===== src/rtl/frame_buffer_arbiter.sv =====
// frame_buffer_arbiter
// Shares one single-port frame-buffer BRAM between the VGA read path and the
// camera write path. Reads have strict priority and a fixed 3-cycle latency
// from request to RD_VALID_O. Camera writes are queued in a small FIFO and
// drained into cycles without a read (mostly blanking).
//
// Ports:
//   CLK_25_I, RST_N_I         : 25 MHz clock, synchronous active-low reset
//   ENABLE_I                  : low = no BRAM access is granted
//   RD_REQ_I/RD_ADDR_I        : read request/address, one pixel per cycle
//   RD_DATA_O/RD_VALID_O      : read pixel and its valid strobe
//   WR_VALID_I/WR_ADDR_I/WR_DATA_I/WR_READY_O : camera write beat, non-stalling
//   OVF_CLR_I/OVERFLOW_O      : sticky dropped-beat flag and its clear
//   FIFO_LEVEL_O              : words currently queued
//   BRAM_EN_O/BRAM_WE_O/BRAM_ADDR_O/BRAM_DIN_O/BRAM_DOUT_I : BRAM port
module frame_buffer_arbiter #(
  parameter int ADDR_W  = 17,
  parameter int DATA_W  = 12,
  parameter int FIFO_AW = 4
) (
  input  logic               CLK_25_I,
  input  logic               RST_N_I,
  input  logic               ENABLE_I,
  input  logic               RD_REQ_I,
  input  logic [ADDR_W-1:0]  RD_ADDR_I,
  output logic [DATA_W-1:0]  RD_DATA_O,
  output logic               RD_VALID_O,
  input  logic               WR_VALID_I,
  input  logic [ADDR_W-1:0]  WR_ADDR_I,
  input  logic [DATA_W-1:0]  WR_DATA_I,
  output logic               WR_READY_O,
  input  logic               OVF_CLR_I,
  output logic               OVERFLOW_O,
  output logic [FIFO_AW:0]   FIFO_LEVEL_O,
  output logic               BRAM_EN_O,
  output logic               BRAM_WE_O,
  output logic [ADDR_W-1:0]  BRAM_ADDR_O,
  output logic [DATA_W-1:0]  BRAM_DIN_O,
  input  logic [DATA_W-1:0]  BRAM_DOUT_I
);

  localparam int DEPTH = 1 << FIFO_AW;
  localparam logic [FIFO_AW-1:0] PTR_ONE = {{(FIFO_AW-1){1'b0}}, 1'b1};
  localparam logic [FIFO_AW:0]   CNT_ZERO = {(FIFO_AW+1){1'b0}};

  typedef enum logic [1:0] {
    G_IDLE  = 2'd0,
    G_READ  = 2'd1,
    G_WRITE = 2'd2
  } grant_t;

  grant_t grant_r, grant_next_s;

  logic [ADDR_W+DATA_W-1:0] fifo_mem [DEPTH];
  logic [FIFO_AW-1:0]       wr_ptr_r, rd_ptr_r;
  logic [FIFO_AW:0]         count_r, count_next_s;
  logic                     full_s, push_s, pop_s, drop_s;

  logic                     bram_en_r, bram_we_r, bram_en_next_s, bram_we_next_s;
  logic [ADDR_W-1:0]        bram_addr_r, bram_addr_next_s;
  logic [DATA_W-1:0]        bram_din_r, bram_din_next_s;

  logic                     rd_pend2_r, rd_valid_r, overflow_r;
  logic [DATA_W-1:0]        rd_data_r;

  // Full is judged on the start-of-cycle count, so a same-cycle pop never
  // frees a slot early.
  assign full_s       = count_r[FIFO_AW];
  assign push_s       = WR_VALID_I & ~full_s;
  assign drop_s       = WR_VALID_I & full_s;
  assign pop_s        = (grant_next_s == G_WRITE);
  assign count_next_s = count_r + {{FIFO_AW{1'b0}}, push_s} - {{FIFO_AW{1'b0}}, pop_s};

  // Grant decision and the BRAM port values it will drive next cycle.
  always_comb begin
    grant_next_s     = G_IDLE;
    bram_addr_next_s = bram_addr_r;
    bram_din_next_s  = bram_din_r;
    bram_en_next_s   = 1'b0;
    bram_we_next_s   = 1'b0;
    if (ENABLE_I && RD_REQ_I) begin
      grant_next_s = G_READ;
    end else if (ENABLE_I && (count_r != CNT_ZERO)) begin
      grant_next_s = G_WRITE;
    end else begin
      grant_next_s = G_IDLE;
    end
    case (grant_next_s)
      G_READ: begin
        bram_en_next_s   = 1'b1;
        bram_addr_next_s = RD_ADDR_I;
      end
      G_WRITE: begin
        bram_en_next_s = 1'b1;
        bram_we_next_s = 1'b1;
        {bram_addr_next_s, bram_din_next_s} = fifo_mem[rd_ptr_r];
      end
      default: begin
        bram_en_next_s = 1'b0;
        bram_we_next_s = 1'b0;
      end
    endcase
  end

  // Grant state, BRAM port, FIFO bookkeeping, read pipeline and overflow flag.
  always_ff @(posedge CLK_25_I) begin
    if (!RST_N_I) begin
      grant_r     <= G_IDLE;
      bram_en_r   <= 1'b0;
      bram_we_r   <= 1'b0;
      bram_addr_r <= {ADDR_W{1'b0}};
      bram_din_r  <= {DATA_W{1'b0}};
      wr_ptr_r    <= {FIFO_AW{1'b0}};
      rd_ptr_r    <= {FIFO_AW{1'b0}};
      count_r     <= CNT_ZERO;
      rd_pend2_r  <= 1'b0;
      rd_valid_r  <= 1'b0;
      rd_data_r   <= {DATA_W{1'b0}};
      overflow_r  <= 1'b0;
    end else begin
      grant_r     <= grant_next_s;
      bram_en_r   <= bram_en_next_s;
      bram_we_r   <= bram_we_next_s;
      bram_addr_r <= bram_addr_next_s;
      bram_din_r  <= bram_din_next_s;
      count_r     <= count_next_s;
      if (push_s) begin
        wr_ptr_r <= wr_ptr_r + PTR_ONE;
      end
      if (pop_s) begin
        rd_ptr_r <= rd_ptr_r + PTR_ONE;
      end
      // grant_r==G_READ is the cycle the BRAM is enabled; BRAM data appears
      // one cycle later and is registered the cycle after that.
      rd_pend2_r <= (grant_r == G_READ);
      rd_valid_r <= rd_pend2_r;
      if (rd_pend2_r) begin
        rd_data_r <= BRAM_DOUT_I;
      end
      // A drop wins over a clear in the same cycle.
      if (drop_s) begin
        overflow_r <= 1'b1;
      end else if (OVF_CLR_I) begin
        overflow_r <= 1'b0;
      end
    end
  end

  // FIFO storage; contents need no reset because the pointers are reset.
  always_ff @(posedge CLK_25_I) begin
    if (RST_N_I && push_s) begin
      fifo_mem[wr_ptr_r] <= {WR_ADDR_I, WR_DATA_I};
    end
  end

  // Ready is forced low while reset is held so no beat is accepted then.
  assign WR_READY_O   = RST_N_I & ~full_s;
  assign FIFO_LEVEL_O = count_r;
  assign OVERFLOW_O   = overflow_r;
  assign RD_DATA_O    = rd_data_r;
  assign RD_VALID_O   = rd_valid_r;
  assign BRAM_EN_O    = bram_en_r;
  assign BRAM_WE_O    = bram_we_r;
  assign BRAM_ADDR_O  = bram_addr_r;
  assign BRAM_DIN_O   = bram_din_r;

endmodule


===== config.mk =====
export PLATFORM = sky130hd
export DESIGN_NAME = frame_buffer_arbiter
export DESIGN_NICKNAME = d
export VERILOG_FILES = /design/src/rtl/frame_buffer_arbiter.sv
export SDC_FILE = /design/constraint.sdc
export NUM_CORES = 1
export LEC_CHECK = 0
export ABC_AREA = 1
export CAP_MARGIN = 20
export CORE_MARGIN = 3
export CORE_UTILIZATION = 54
export DETAILED_ROUTE_END_ITERATION = 16
export GPL_TIMING_DRIVEN = 0
export PLACE_DENSITY = 0.76
export SETUP_SLACK_MARGIN = 0.02
export SLEW_MARGIN = 0
export SYNTH_ARGS = -nofsm -noshare
export SYNTH_HDL_FRONTEND = slang
export SYNTH_SLANG_ARGS = --single-unit

===== constraint.sdc =====
create_clock -name CLK_25_I -period 2.7 [get_ports CLK_25_I]
set_clock_uncertainty 0.05 [all_clocks]
set_input_delay 0.405 -clock CLK_25_I [delete_from_list [all_inputs] [get_ports CLK_25_I]]
set_output_delay 0.405 -clock CLK_25_I [all_outputs]
set_load 0.02 [all_outputs]

After elaboration in Yosys (flattened, before gate mapping)
Memories as Yosys holds them, arrays and structs flattened. A register that Yosys moved wholly into a read port is not among the register bits.
Cells that the tools add are included.
Widths: inputs -> output; s select.
Word-level totals
  RAM bits: 464
  register bits after elaboration: 61
  output and inout port bits: 51
  memories kept: 1
  word-level logic and storage cells: 42
  input bits: 64
Cells by class
  reduce and logical (&&, ||, !) cells: 7
  add/subtract/negate cells: 4
  bitwise gates (word level): 4
  multiplexer cells: 11
  equal/unequal tests: 3
Memories
  fifo_mem: depth 16, width 29, rd ports 1, clocked after Yosys merged registers in 1, write ports 1, RTL line 54  | logic [ADDR_W+DATA_W-1:0] fifo_mem [DEPTH];
Operators with widths (count)
  $pmux 17 s2: 1
  $add 4x1->4 const B: 2
  $mux 4: 2
  $mux 1: 6
  $add 5x1->5: 1
  $reduce_bool 5->1: 1
  $sub 5x1->5: 1
  $eq 2x1->1 const B: 2
  $mux 2: 2
  $reduce_bool 2->1: 2
  $and 1x1->1: 3
  $logic_and 1x1->1: 3
  $eq 2x2->1 const B: 1
  $reduce_or 2->1: 1
  $not 1->1: 1

Logic depth before layout (Yosys ltp)
Gate-level depths: netlist of the first run.
  depth after elaboration: 7
  mapped depth: 15

Least setup slack after synthesis of the first run
Ideal clock, no wire load.
  path type: input port to flip-flop
  from: input RST_N_I
  to: memory fifo_mem[0][0] (netlist name), enable pin
  setup time: 0.415 ns
  arrival time: 2.340 ns
  cell stages on the path: 5
  path buffers: 1
  slack: -0.105 ns
  cells stage by stage: buf_2 > clkinv_1 > nor2_1 > nand2_1 > nor2_1
On the way
  longest elaborated chain between the ends: 3
RTL lines
  start: declaration: RTL line 22  | input logic RST_N_I,
  $logic_and 1x1->1: RTL line 151  | if (RST_N_I && push_s) begin
  $mux 1: RTL line 151
  $mux 1 (not written as such): RTL line 152  | fifo_mem[wr_ptr_r] <= {WR_ADDR_I, WR_DATA_I};
  end: declaration: RTL line 54
No other way between the ends.

Worst setup path in the final report of the first run
  from: register count_r[4], in the netlist FIFO_LEVEL_O[4]
  to: memory fifo_mem[5][14] (netlist name), enable pin
On the way
  longest elaborated chain between the ends: 5
RTL lines
  start: declaration: RTL line 56  | logic [FIFO_AW:0] count_r, count_next_s;
  start signal: assignment: RTL line 126  | count_r <= count_next_s;
  $not 1->1: RTL line 69  | assign push_s = WR_VALID_I & ~full_s;
  $and 1x1->1: RTL line 69
  $logic_and 1x1->1: RTL line 151
  $mux 1: RTL line 151
  $mux 1 (not written as such): RTL line 152
No other way between the ends.

==> results of run 1 <==
## sequential cells by signal, summed over array words and instances, names as in the netlist, named ones only
signal and cells:
OVERFLOW_O 1, fifo_mem 464, RD_VALID_O 1, FIFO_LEVEL_O 5, BRAM_EN_O 1, BRAM_ADDR_O 17, rd_pend2_r 1, RD_DATA_O 12
grant_r 2, BRAM_DIN_O 12, rd_ptr_r 4, BRAM_WE_O 1, wr_ptr_r 4
## layer usage
metal  global-route usage (%)  wire length [µm]  vias up  part of all wire [%]
met3                     7.26              8280      209                    13
li1                         -                 -     7035                     -
met5                        0                 0        -                     0
met2                     47.6             29200     1136                    46
met4                     15.2              3260        0                   5.2
met1                     37.5             22100     7464                    35
## worst max-delay path, delay by kind of cell, from the launching register on
kind / cells / cell delay, ps
flops: 1 / 360
buf+inv: 2 / 310
simple gates: 4 / 1510
## power by group through the flow
stage | clock [mW] | sequential, mW | combinational [mW]
3_5_place_dp | 0 | 9.48 | 3.91
5_1_grt | 7.47 | 9.33 | 4.38
4_1_cts | 7.14 | 9.31 | 3.96
3_3_place_gp | 0 | 9.47 | 3.74
2_1_floorplan | 0 | 9.64 | 2.14
6_report | 7.14 | 9.31 | 4.07
## path summary, 6_finish.rpt
check,endpoint,slack (ps),cells after the start
setup / recovery,fifo_mem[5][14]$_DFFE_PP_,140,6
hold / removal,BRAM_DIN_O[0]$_SDFFE_PN0N_,220,4
setup reg to reg,fifo_mem[5][14]$_DFFE_PP_,140,6
hold reg to reg,rd_pend2_r$_SDFF_PN0_,350,1
## logic make-up (layout without fill, tap and decap cells)
group / count (synthesis) / after routing
adders and majority gates: 12 / 12
xor gates and xnor gates: 2 / 2
and+or+nand+nor: 939 / 939
AOI/OAI and AO/OA: 205 / 205
buffers and inverters: 288 / 511
DFF: 529 / 529
## final cells by class
type,instances,share of cell area [%]
clock buffers,67,5.49
well taps,518,2.53
flip-flops and latches,529,59.4
multi-input cells,1158,20.7
plain buffers,110,2.42
repair buffers,130,5.89
inverters,177,2.61
clock inverters,27,1.00
## synthesized netlist by cell type, drive strengths merged
| cell | instances | area (µm²) |
|---|---|---|
| nor3 | 1 | 5.00 |
| nand4 | 1 | 6.26 |
| o21a | 12 | 90.1 |
| o211ai | 48 | 360 |
| nand2 | 475 | 1780 |
| ha | 11 | 138 |
| a21oi | 29 | 145 |
| o21ai | 115 | 576 |
| dfxtp | 65 | 1300 |
| nor2 | 235 | 882 |
| clkbuf | 49 | 184 |
| edfxtp | 464 | 13900 |
| xor2 | 2 | 17.5 |
| o31ai | 1 | 7.51 |
| inv | 174 | 658 |
| nand3 | 227 | 1140 |
| clkinv | 3 | 11.3 |
| fa | 1 | 20.0 |
| buf | 62 | 437 |
## metrics by stage
step | TNS [ps] | utilization (%) | worst slack, ps | cell area [µm²] | power (mW)
6_report | 0 | 65.5 | 141 | 25700 | 20.5
5_1_grt | 0 | 65.5 | 50.5 | 25700 | 21.2
4_1_cts | 0 | 65.4 | 50.3 | 25600 | 20.4
3_5_place_dp | -35580 | 61.2 | -709 | 24000 | 13.4
3_3_place_gp | -907810 | 59.9 | -2120 | 23500 | 13.2
2_1_floorplan | -48600 | - | -105 | 21700 | 11.8
## repair_timing
item / CTS / global route
pin swaps: 0 / 1
gates cloned: 0 / 0
gates resized for setup: 3 / 3
buffers inserted: 1 / 0
setup endpoints to repair: 4 / 1
hold buffers: 0 / 0
==> metrics, run 1 <==
via count=15800; Worst Path Max Fanout=18; core box area=39200 µm²; launch point of the worst hold path=RST_N_I; total congestion overflow=0; clock share of power=34.8%; clock latency on the worst-skew pair=570 ps; Final Max Tran Viols=0; chip width=206 µm; row count=72; crit path max-delay cell type=nor2_4; Iter 0 DRT Violations=2242; largest net degree at the start of global routing=24; min Tclk post-route=2560 ps; outcome=finished clean; placed cells=2622; Synth Area in Adders=0.727%; Crit. End Element=register; final setup violation count=0; post-synthesis xor/xnor area fraction=0.0808%; max_slew headroom=26.5%; P_int=14.7 mW; synthesized net count=2051; GP Congestion=0.885; Critical Path Max Stage Delay=790 ps; Post-Synthesis Cell Area=21700 µm²; port buffer count=113; clock slew at reported path FFs=70 ps; area taken by flip-flops and latches=15200 µm²; sequential area share after synthesis=70.2%; HPWL Detailed=40300 µm; multi-input gate area in the final layout=5300 µm²; layout cell share with drive strength beyond 1=7.51%; WP data required=2920 ps; CTS tree=done; Least-Margin Pin Slew=1100 ps; final hold vios=0; Area growth syn-to-layout=18.3%; Critical Path, Cell by Cell=inv_1 -> nand2_1 -> nor2_1 -> nand2_1 -> nor2_4 -> buf_16; final-stage net count=2232; leakage=9.68 nW; CP Launch Type=register; die area=42600 µm²; FF-to-FF Start=FIFO_LEVEL_O[4]$_SDFF_PN0_; min-delay worst type=in2reg; via/cell ratio=5.83; htree depth=2; P_sw=5.87 mW; Seq cells post-synth=529; cell mode on critical path=nand2_1; RSZ-0062 raised after global routing=false; Mapped Cells=1975; syn_area_per_cell=11.0 µm²; DRT Pass-1 Iters=6; CTS max path bufs=3; most frequent cells in the layout=nand2_1, edfxtp_1, nand3_1; max_cap viols=0; main combinational cell family by area after synthesis=simple AND/OR/NAND/NOR gates; Setup crit start=FIFO_LEVEL_O[4]$_SDFF_PN0_; TritonCTS Buffers=50; DR WL/cell=23.2 µm; leading cell type in the layout, fill and taps excluded=nand2_1; # fillers=2811; initial antenna violation count=0; Initial Utilization=55.4%; die height=206 µm; crit path DAT=2780 ps; Sw Ratio=28.6%; Antenna Cells=0; Simple-Gate Fraction of Synth Area=17.6%; post-synthesis mux area share=0%; Crit Path Class=reg2reg; Residual DRC=0; power share of the combinational group=19.8%; Fmax=391 MHz; Hold Slack=219 ps; power density over cell area=800 nW/µm²; # IOs=115; maximum VDD drop=532 µV; period utilization=94.8%; yosys warns=0; clock sink total=529; Cell variety after synth=27; WL final=62900 µm; DRT antenna net count=0; Seq pwr share=45.4%; CTS root buffer=clkbuf_16; All-Layer GR Usage=29.6%; Final Non-Filler Cells=2716; first-pass GRT wire length=92600 µm; vias in the first global route=15800; Synth Area in Compound Gates=5.43%
Power figures use the tool's default switching activity.
==> run 2: changes to the inputs <==
--- a/config.mk
+++ b/config.mk
@@ -11,7 +11,7 @@
 export CORE_UTILIZATION = 54
 export DETAILED_ROUTE_END_ITERATION = 16
 export GPL_TIMING_DRIVEN = 0
-export PLACE_DENSITY = 0.76
+export PLACE_DENSITY_LB_ADDON = 0.08
 export SETUP_SLACK_MARGIN = 0.02
 export SLEW_MARGIN = 0
 export SYNTH_ARGS = -nofsm -noshare
==> run 2 against run 1 <==
Against the previous run: register-to-register slack worse by 99 ps; final cell count up 0.15%; combinational power about the same; sequential power about the same; global-route usage down 0.052 points; power down 1.1%; clock power down 3.6%; clock-buffer cell count down 4; first-iteration DRC count up 0.31%; worst hold slack worse by 69 ps; largest cell class unchanged; critical path depth up 2.
==> metrics, run 2 (same netlist as run 1, synthesis figures left out) <==
placed cells=2622 (unchanged); CTS tree=done; CTS max path bufs=3 (unchanged); cell mode on critical path=nand3_1; clock sink total=529 (unchanged); Final Max Tran Viols=0 (unchanged); total congestion overflow=0 (unchanged); max_slew headroom=24.5% (-2.0 points); crit-path leading delay family=buffers and inverters; max_cap viols=0 (unchanged); die area=42600 µm² (unchanged); final hold vios=0 (unchanged); htree depth=2 (unchanged); crit path max-delay cell type=clkbuf_1; setup slack after layout=42.5 ps (-98.7 ps); Final Non-Filler Cells=2720 (+0.15%); maximum VDD drop=501 µV (-5.8%); WP data required=3170 ps (+250 ps); Fmax=376 MHz (-3.7%); final core occ=65.4% (about the same); Residual DRC=0 (unchanged); Initial Utilization=55.4% (unchanged); min-delay worst type=in2reg; most frequent cells in the layout=nand2_1, edfxtp_1, nand3_1; CTS root buffer=clkbuf_16; dpl ws=-571 ps (+138 ps); Worst Path Max Fanout=10 (-8); Crit Path Class=reg2reg; hold-fix buffer count after cts=0 (unchanged); HPWL Detailed=40100 µm (-0.59%); outcome=finished clean; min Tclk post-route=2660 ps (+98.7 ps); Critical Path Max Stage Delay=870 ps (+80 ps); layout cell share with drive strength beyond 1=7.22% (-0.29 points); DRT antenna net count=0 (unchanged); power density over cell area=791 nW/µm² (-1.1%); via/cell ratio=5.70 (-2.3%); WL final=62500 µm (-0.68%); Area growth syn-to-layout=18.2% (about the same); clock latency on the worst-skew pair=600 ps (+30 ps); leakage=9.66 nW (-0.20%); chip width=206 µm (unchanged); clock slew at reported path FFs=60 ps (about the same); Least-Margin Pin Slew=1130 ps (+30.7 ps); DRT Pass-1 Iters=6 (unchanged); CP Launch Type=register; largest net degree at the start of global routing=25 (+4.2%); final-stage net count=2238 (+0.27%); period utilization=98.4% (+3.7 points); Critical Path, Cell by Cell=buf_2 -> clkbuf_1 -> nand3_1 -> nand3_1 -> nand3_1 -> nand3_1 -> nand2_1 -> a21oi_1; GP Congestion=0.849 (-4.0%); final setup violation count=0 (unchanged); Largest Register=fifo_mem; TritonCTS Buffers=52 (+4.0%); core box area=39200 µm² (unchanged); first-pass GRT wire length=90800 µm (-2.0%); row count=72 (unchanged); # IOs=115 (unchanged); DR WL/cell=23.0 µm (-0.82%); Antenna Cells=0 (unchanged); Critical path buffers and inverters=2 (unchanged); Iter 0 DRT Violations=2249 (+0.31%); max FFs per register=464 (unchanged); via count=15500 (-2.2%); crit path DAT=3130 ps (+350 ps); Crit. End Element=register; # fillers=2988 (+6.3%); vias in the first global route=14600 (-7.6%); die height=206 µm (unchanged); RSZ-0062 raised after global routing=false; All-Layer GR Usage=29.5% (-0.052 points); port buffer count=113 (unchanged); leading cell type in the layout, fill and taps excluded=nand2_1; initial antenna violation count=0 (unchanged)
## run 2: area by class of cell
| cell class | instances | area [µm²] | area share [%] |
|---|---|---|---|
| Timing Repair Buffer | 134 | 1560 | 6.07 |
| Inverter | 177 | 669 | 2.61 |
| Tap cell | 518 | 648 | 2.53 |
| Sequential cell | 529 | 15200 | 59.4 |
| Buffer | 110 | 622 | 2.43 |
| Clock buffer | 63 | 1390 | 5.40 |
| Multi-Input combinational cell | 1158 | 5310 | 20.7 |
| Clock inverter | 31 | 216 | 0.844 |
## run 2: path summary, 6_finish.rpt
kind,from,end,slack [ps],cells after the start
setup / recovery,register,BRAM_ADDR_O[1]$_SDFFE_PN0P_,40,8
hold / removal,RST_N_I,BRAM_DIN_O[11]$_SDFFE_PN0N_,150,4
setup reg to reg,register,BRAM_ADDR_O[1]$_SDFFE_PN0P_,40,8
hold reg to reg,grant_r[1]$_SDFF_PN0_,rd_pend2_r$_SDFF_PN0_,340,1
## run 2: what timing repair did
action                     4_1_cts  5_1_grt
buffers inserted                 1        4
pin swaps                        0        4
setup endpoints to repair        2       14
gates resized for setup          3        4
## run 2: where the power goes
part / internal (mW) / total (mW) / switching, mW
logic: 1.36 / 4.09 / 2.73
clock network: 3.91 / 6.88 / 2.98
registers: 9.17 / 9.31 / 0.141
## run 2: worst min-delay path, delay by kind of cell
family	cells	cell delay, ps
buf+inv	2	190
compound gates	1	110
simple gates	1	50
## run 2: per-stage QoR
stage	area [µm²]	TNS, ps	power (mW)	hold slack [ps]
CTS	25600	0	20.2	129
global placement	23500	-966120	13.3	329
global route	25600	0	21.0	169
floorplan	21700	-48600	11.8	317
detailed placement	23900	-32890	13.4	334
finish	25600	0	20.3	151
## run 2: metal layers
| layer | share of wire (%) | GRT usage (%) | vias up |
|---|---|---|---|
| met4 | 3.3 | 11.5 | 0 |
| met3 | 12 | 6.27 | 155 |
| met5 | 0 | 0 | - |
| li1 | - | - | 7058 |
| met2 | 46 | 45.8 | 994 |
| met1 | 39 | 41.2 | 7289 |
==> run 3: changes to the inputs <==
--- a/config.mk
+++ b/config.mk
@@ -5,10 +5,9 @@
 export SDC_FILE = /design/constraint.sdc
 export NUM_CORES = 1
 export LEC_CHECK = 0
-export ABC_AREA = 1
 export CAP_MARGIN = 20
-export CORE_MARGIN = 3
-export CORE_UTILIZATION = 54
+export CORE_MARGIN = 2
+export CORE_UTILIZATION = 53
 export DETAILED_ROUTE_END_ITERATION = 16
 export GPL_TIMING_DRIVEN = 0
 export PLACE_DENSITY_LB_ADDON = 0.08
==> run 3 against run 2 <==
Against the previous run: the run now ends with setup timing left; register-to-register slack got worse by 170 ps; critical path depth is 7 higher; clock power is essentially flat; power down 5.9%; synthesized cell count shrank 45%; design area fell by 3.7%; routed wire length down 19%; sequential power barely moved; largest power group unchanged; highest routed layer unchanged.
==> metrics, run 3 <==
yosys warns=0 (unchanged); htree depth=2 (unchanged); setup slack after layout=-125 ps (-168 ps); # fillers=2620 (-12%); Critical path buffers and inverters=5 (+3); Initial Utilization=53.8% (-1.5 points); Area growth syn-to-layout=21.8%; All-Layer GR Usage=26.0% (-3.5 points); Seq cells post-synth=529 (unchanged); Fmax=354 MHz (-5.9%); fraction of registers with async set/reset=0% (unchanged); total congestion overflow=0 (unchanged); layout cell share with drive strength beyond 1=20.0% (+13 points); Critical Path, Cell by Cell=inv_4 -> ha_4 -> or4b_4 -> nand2_8 -> inv_6 -> clkbuf_16 -> ha_4 -> inv_2 -> ha_4 -> inv_2 -> fa_2 -> nand2b_4 -> a21oi_4 -> o21ai_1 -> nor3b_2; vias in the first global route=10900 (-25%); port buffer count=113 (unchanged); # IOs=115 (unchanged); Post-synth EDFFs=464 (unchanged); most frequent cells in the layout=edfxtp_1, clkdlybuf4s50_1, mux2i_1; failing checks=setup timing; row count=71 (-1.4%); largest cells by area after synthesis=edfxtp_1, mux4_2, dfxtp_1; max FFs per register=464 (unchanged); HPWL Detailed=31300 µm (-22%); cell mode on critical path=ha_4; chip width=200 µm (-3.3%); Post-Synthesis Cell Area=20300 µm² (-6.5%); syn_area_per_cell=18.7 µm² (+70%); initial antenna violation count=0 (unchanged); final-stage net count=1375 (-39%); top-count cell post-synth=edfxtp_1; Yosys top cell by area=edfxtp_1; clock sink total=529 (unchanged); CTS tree=done; DRT antenna net count=0 (unchanged); DRT Pass-1 Iters=5 (-1); Synth top area share=68.7% (+4.5 points); Final Max Tran Viols=0 (unchanged); min Tclk post-route=2830 ps (+168 ps); die area=39800 µm² (-6.5%); max_cap viols=0 (unchanged); min-delay worst type=in2reg; Post-synth top cells=edfxtp_1, mux2i_1, mux4_2, dfxtp_1, nor2_1; core box area=37700 µm² (-3.9%); placed cells=1730 (-34%); sequential area share after synthesis=75.2% (+4.9 points); Critical Path Max Stage Delay=510 ps (-360 ps); multi-input gate area in the final layout=4850 µm² (-8.6%); via count=11100 (-28%); Iter 0 DRT Violations=1038 (-54%); cell area after layout=24700 µm² (-3.7%); via/cell ratio=5.98 (+5.0%); max_slew headroom=30.7% (+6.2 points); leakage=7.66 nW (-21%); WP data required=3100 ps (-70 ps); leading cell type in the layout, fill and taps excluded=edfxtp_1; power density over cell area=774 nW/µm² (-2.2%); synthesized net count=1161 (-43%); clock slew at reported path FFs=60 ps (about the same); CP Launch Type=register; CTS max path bufs=3 (unchanged); Mapped Cells=1085 (-45%); Hold Slack=232 ps (+81.1 ps); period utilization=105% (+6.2 points); DP Area=22700 µm² (-5.0%); Largest Register=fifo_mem; crit-path leading delay family=simple AND/OR/NAND/NOR gates; Least-Margin Pin Slew=1040 ps (-92.4 ps); Residual DRC=0 (unchanged); Final Non-Filler Cells=1854 (-32%); crit path DAT=3220 ps (+90 ps); crit path max-delay cell type=or4b_4; clock latency on the worst-skew pair=590 ps (about the same); WL final=50400 µm (-19%); Crit. End Element=register; RSZ-0062 raised after global routing=true; Crit Path Class=reg2reg; CTS root buffer=clkbuf_16; largest net degree at the start of global routing=21 (-16%); main flop type after synthesis=edfxtp_1; die height=200 µm (-3.3%); Worst Path Max Fanout=3 (-7); first-pass GRT wire length=72500 µm (-20%); setup TNS=-125 ps (-125 ps); area taken by flip-flops and latches=15200 µm² (about the same); GP Congestion=0.781 (-8.0%); final setup violation count=1 (+1); DR WL/cell=27.2 µm (+18%); maximum VDD drop=656 µV (+31%); outcome=finished with violations; final core occ=65.5% (+0.098 points); TritonCTS Buffers=53 (+1.9%); final hold vios=0 (unchanged); Cell variety after synth=43 (+59%)
run 3: cell families (layout without fill, tap and decap cells):
kind of cell               after synthesis  in the layout  share of synthesized area (%)
AOI/OAI and AO/OA                      124            124                           4.72
xor gates and xnor gates                 9              9                          0.389
adders and majority gates               12             12                          0.778
buffers and inverters                   80            337                           2.00
DFF                                    529            529                           75.2
muxes                                  175            175                           13.1
other                                    0              1                              0
and+or+nand+nor                        156            156                           3.85
run 3: where the power goes:
part,switching (mW),internal (mW)
logic,1.61,1.35
clock network,2.98,3.87
registers,0.148,9.14
run 3: final timing paths:
check,start,to,slack [ps],cells after the start
max,FIFO_LEVEL_O[3]$_SDFF_PN0_,FIFO_LEVEL_O[4]$_SDFF_PN0_,-130,15
min,RST_N_I,BRAM_ADDR_O[16]$_SDFFE_PN0P_,230,3
max reg2reg,FIFO_LEVEL_O[3]$_SDFF_PN0_,FIFO_LEVEL_O[4]$_SDFF_PN0_,-130,15
min reg2reg,grant_r[1]$_SDFF_PN0_,rd_pend2_r$_SDFF_PN0_,340,1
run 3: area by class of cell:
cell class	count	share of cell area, %
flip-flops and latches	529	61.8
clock inverters	25	0.593
inverters	13	0.238
repair buffers	160	7.74
diodes	1	0.0101
multi-input cells	476	19.6
clock buffers	73	5.93
plain buffers	66	1.50
well taps	511	2.59
run 3: worst min-delay path, cell delays in order:
cell and delay [ps]:
clkbuf_1 230, o221ai_1 140, a31oi_1 50
run 3: timing repair:
| action | CTS | global route |
|---|---|---|
| hold buffers | 0 | 0 |
| pin swaps | 8 | 11 |
| hold endpoints to repair | 0 | 0 |
| setup endpoints to repair | 107 | 191 |
| gates resized for setup | 3 | 11 |
| setup buffers | 11 | 15 |
run 3: per-stage QoR:
stage,setup WS [ps],total power [mW]
2_1_floorplan,-139,11.2
3_3_place_gp,-2450,12.2
3_5_place_dp,-701,12.3
4_1_cts,-273,19.2
5_1_grt,-209,19.7
6_report,-125,19.1
run 3: layer usage:
| layer | vias up | track usage, % | share of wire, % |
|---|---|---|---|
| met5 | - | 0 | 0 |
| met4 | 0 | 7.79 | 2.3 |
| met3 | 73 | 4.69 | 7.6 |
| met2 | 442 | 40.3 | 47 |
| met1 | 5766 | 38.1 | 43 |
| li1 | 4812 | - | - |
==> RTL change (flow settings as in run 2) <==
Encoding of `grant_t`: now one-hot (3 bits for 3 values).
--- a/src/rtl/frame_buffer_arbiter.sv
+++ b/src/rtl/frame_buffer_arbiter.sv
@@ -43,10 +43,10 @@
   localparam logic [FIFO_AW-1:0] PTR_ONE = {{(FIFO_AW-1){1'b0}}, 1'b1};
   localparam logic [FIFO_AW:0]   CNT_ZERO = {(FIFO_AW+1){1'b0}};
 
-  typedef enum logic [1:0] {
-    G_IDLE  = 2'd0,
-    G_READ  = 2'd1,
-    G_WRITE = 2'd2
+  typedef enum logic [2:0] {
+    G_IDLE  = 3'b001,
+    G_READ  = 3'b010,
+    G_WRITE = 3'b100
   } grant_t;
 
   grant_t grant_r, grant_next_s;
Check against the original RTL: no difference found for any inputs over 4 cycles, from zero or initial values and one cycle with RST_N_I low; so few cycles prove little.
==> RTL change against run 2 <==
The flow now finishes with violations (setup timing); final cell count up 4.4%; final area up 1.7%; sequential cell count increased by 1; setup slack got worse by 0.10 ns; die area increased by 0.76%; wire length rose by 7.4%; area after synthesis up 0.78%; synthesized cell count grew 4.7%; total power is 0.89% higher; critical path type unchanged; largest power group unchanged; highest routed layer unchanged.
==> RTL change: results (changes against run 2) <==
{| class="wikitable"
! Metric !! Value
|-
| Run status || finished with violations (was completed)
|-
| Violations in the final reports || setup timing
|-
| Accumulated negative setup slack || -1.02 ns (was 0 ns)
|-
| Flip-flop and latch power || 9320 µW (was 9310 µW)
|-
| Global-route usage over all layers || 30.9% (was 29.5%)
|-
| Hpwl dp || 41,400 µm (was 40,100 µm)
|-
| Routed via count || 16,000 (was 15,500)
|-
| Internal power consumption || 14,500 µW (was 14,400 µW)
|-
| Cell family with the largest share of critical-path delay || simple AND/OR/NAND/NOR gates (was buffers and inverters)
|-
| Avg Vias per Cell || 5.63 (was 5.70)
|-
| Net count after synthesis || 2,144 (was 2,051)
|-
| Synthesized-area fraction occupied by ao, oa, aoi and oai cells || 3.11% (was 5.43%)
|-
| Final-report setup violation count || 35 (was 0)
|-
| Quantity of gates resized following cts || 9 (was 3)
|-
| Count of routing violations after the opening detailed-route iteration || 1,950 (was 2,249)
|-
| Pre-CTS setup slack || -0.695 ns (was -0.571 ns)
|-
| Placed Cells || 2,723 (was 2,622)
|-
| Met2 WL || 30,100 µm (was 28,500 µm)
|-
| Count of distinct cell types in the synthesized netlist || 26 (was 27)
|-
| Met1 layer usage reported by global route || 43.3% (was 41.2%)
|-
| Global routing met2 resource utilization || 47.8% (was 45.8%)
|-
| Worst-case setup margin in the final layout || -0.0600 ns (was 0.0425 ns)
|-
| Largest net degree at the start of global routing || 23 (was 25)
|-
| Share of final-layout standard cells stronger than drive strength 1 || 8.81% (was 7.22%)
|-
| Instance area after placement || 24,100 µm² (was 23,900 µm²)
|-
| Routed Wire Length || 67,100 µm (was 62,500 µm)
|-
| Fill count || 3,104 (was 2,988)
|-
| Amount of wire on met3 after detailed routing || 7920 µm (was 7560 µm)
|-
| Area growth syn-to-layout || 19.3% (was 18.2%)
|-
| Port buffer count || 114 (was 113)
|-
| Top cell types by occurrence after synthesis || 673 x sky130_fd_sc_hd__nand2_1, 464 x sky130_fd_sc_hd__edfxtp_1, 286 x sky130_fd_sc_hd__nand3_1 (was 475 x sky130_fd_sc_hd__nand2_1, 464 x sky130_fd_sc_hd__edfxtp_1, 235 x sky130_fd_sc_hd__nor2_1)
|-
| Worst VDD drop || 0.488 mV (was 0.501 mV)
|}
==> RTL change: cell types whose count changed after synthesis, moves of 36 or more <==
cell	delta
sky130_fd_sc_hd__nand3_1	+59
sky130_fd_sc_hd__o21ai_0	-40
sky130_fd_sc_hd__o211ai_1	-38
sky130_fd_sc_hd__nor2_1	-116
sky130_fd_sc_hd__nand2_1	+198
sky130_fd_sc_hd__buf_2	+36
sky130_fd_sc_hd__inv_1	+40
==> RTL change: worst paths after layout <==
path | slack (ns) | end | cells past startpoint
setup / recovery | -0.06 | fifo_mem[7][26] | 6
hold / removal | 0.34 | rd_pend2_r | 1
hold reg to reg | 0.34 | rd_pend2_r | 1
setup reg to reg | -0.06 | fifo_mem[7][26] | 6
==> RTL change: final cells by class <==
class	instances	area share, %
inverters	216	3.12
flip-flops and latches	530	58.5
well taps	525	2.52
multi-input cells	1213	20.9
clock inverters	9	0.288
plain buffers	109	2.03
repair buffers	148	6.62
clock buffers	90	6.06
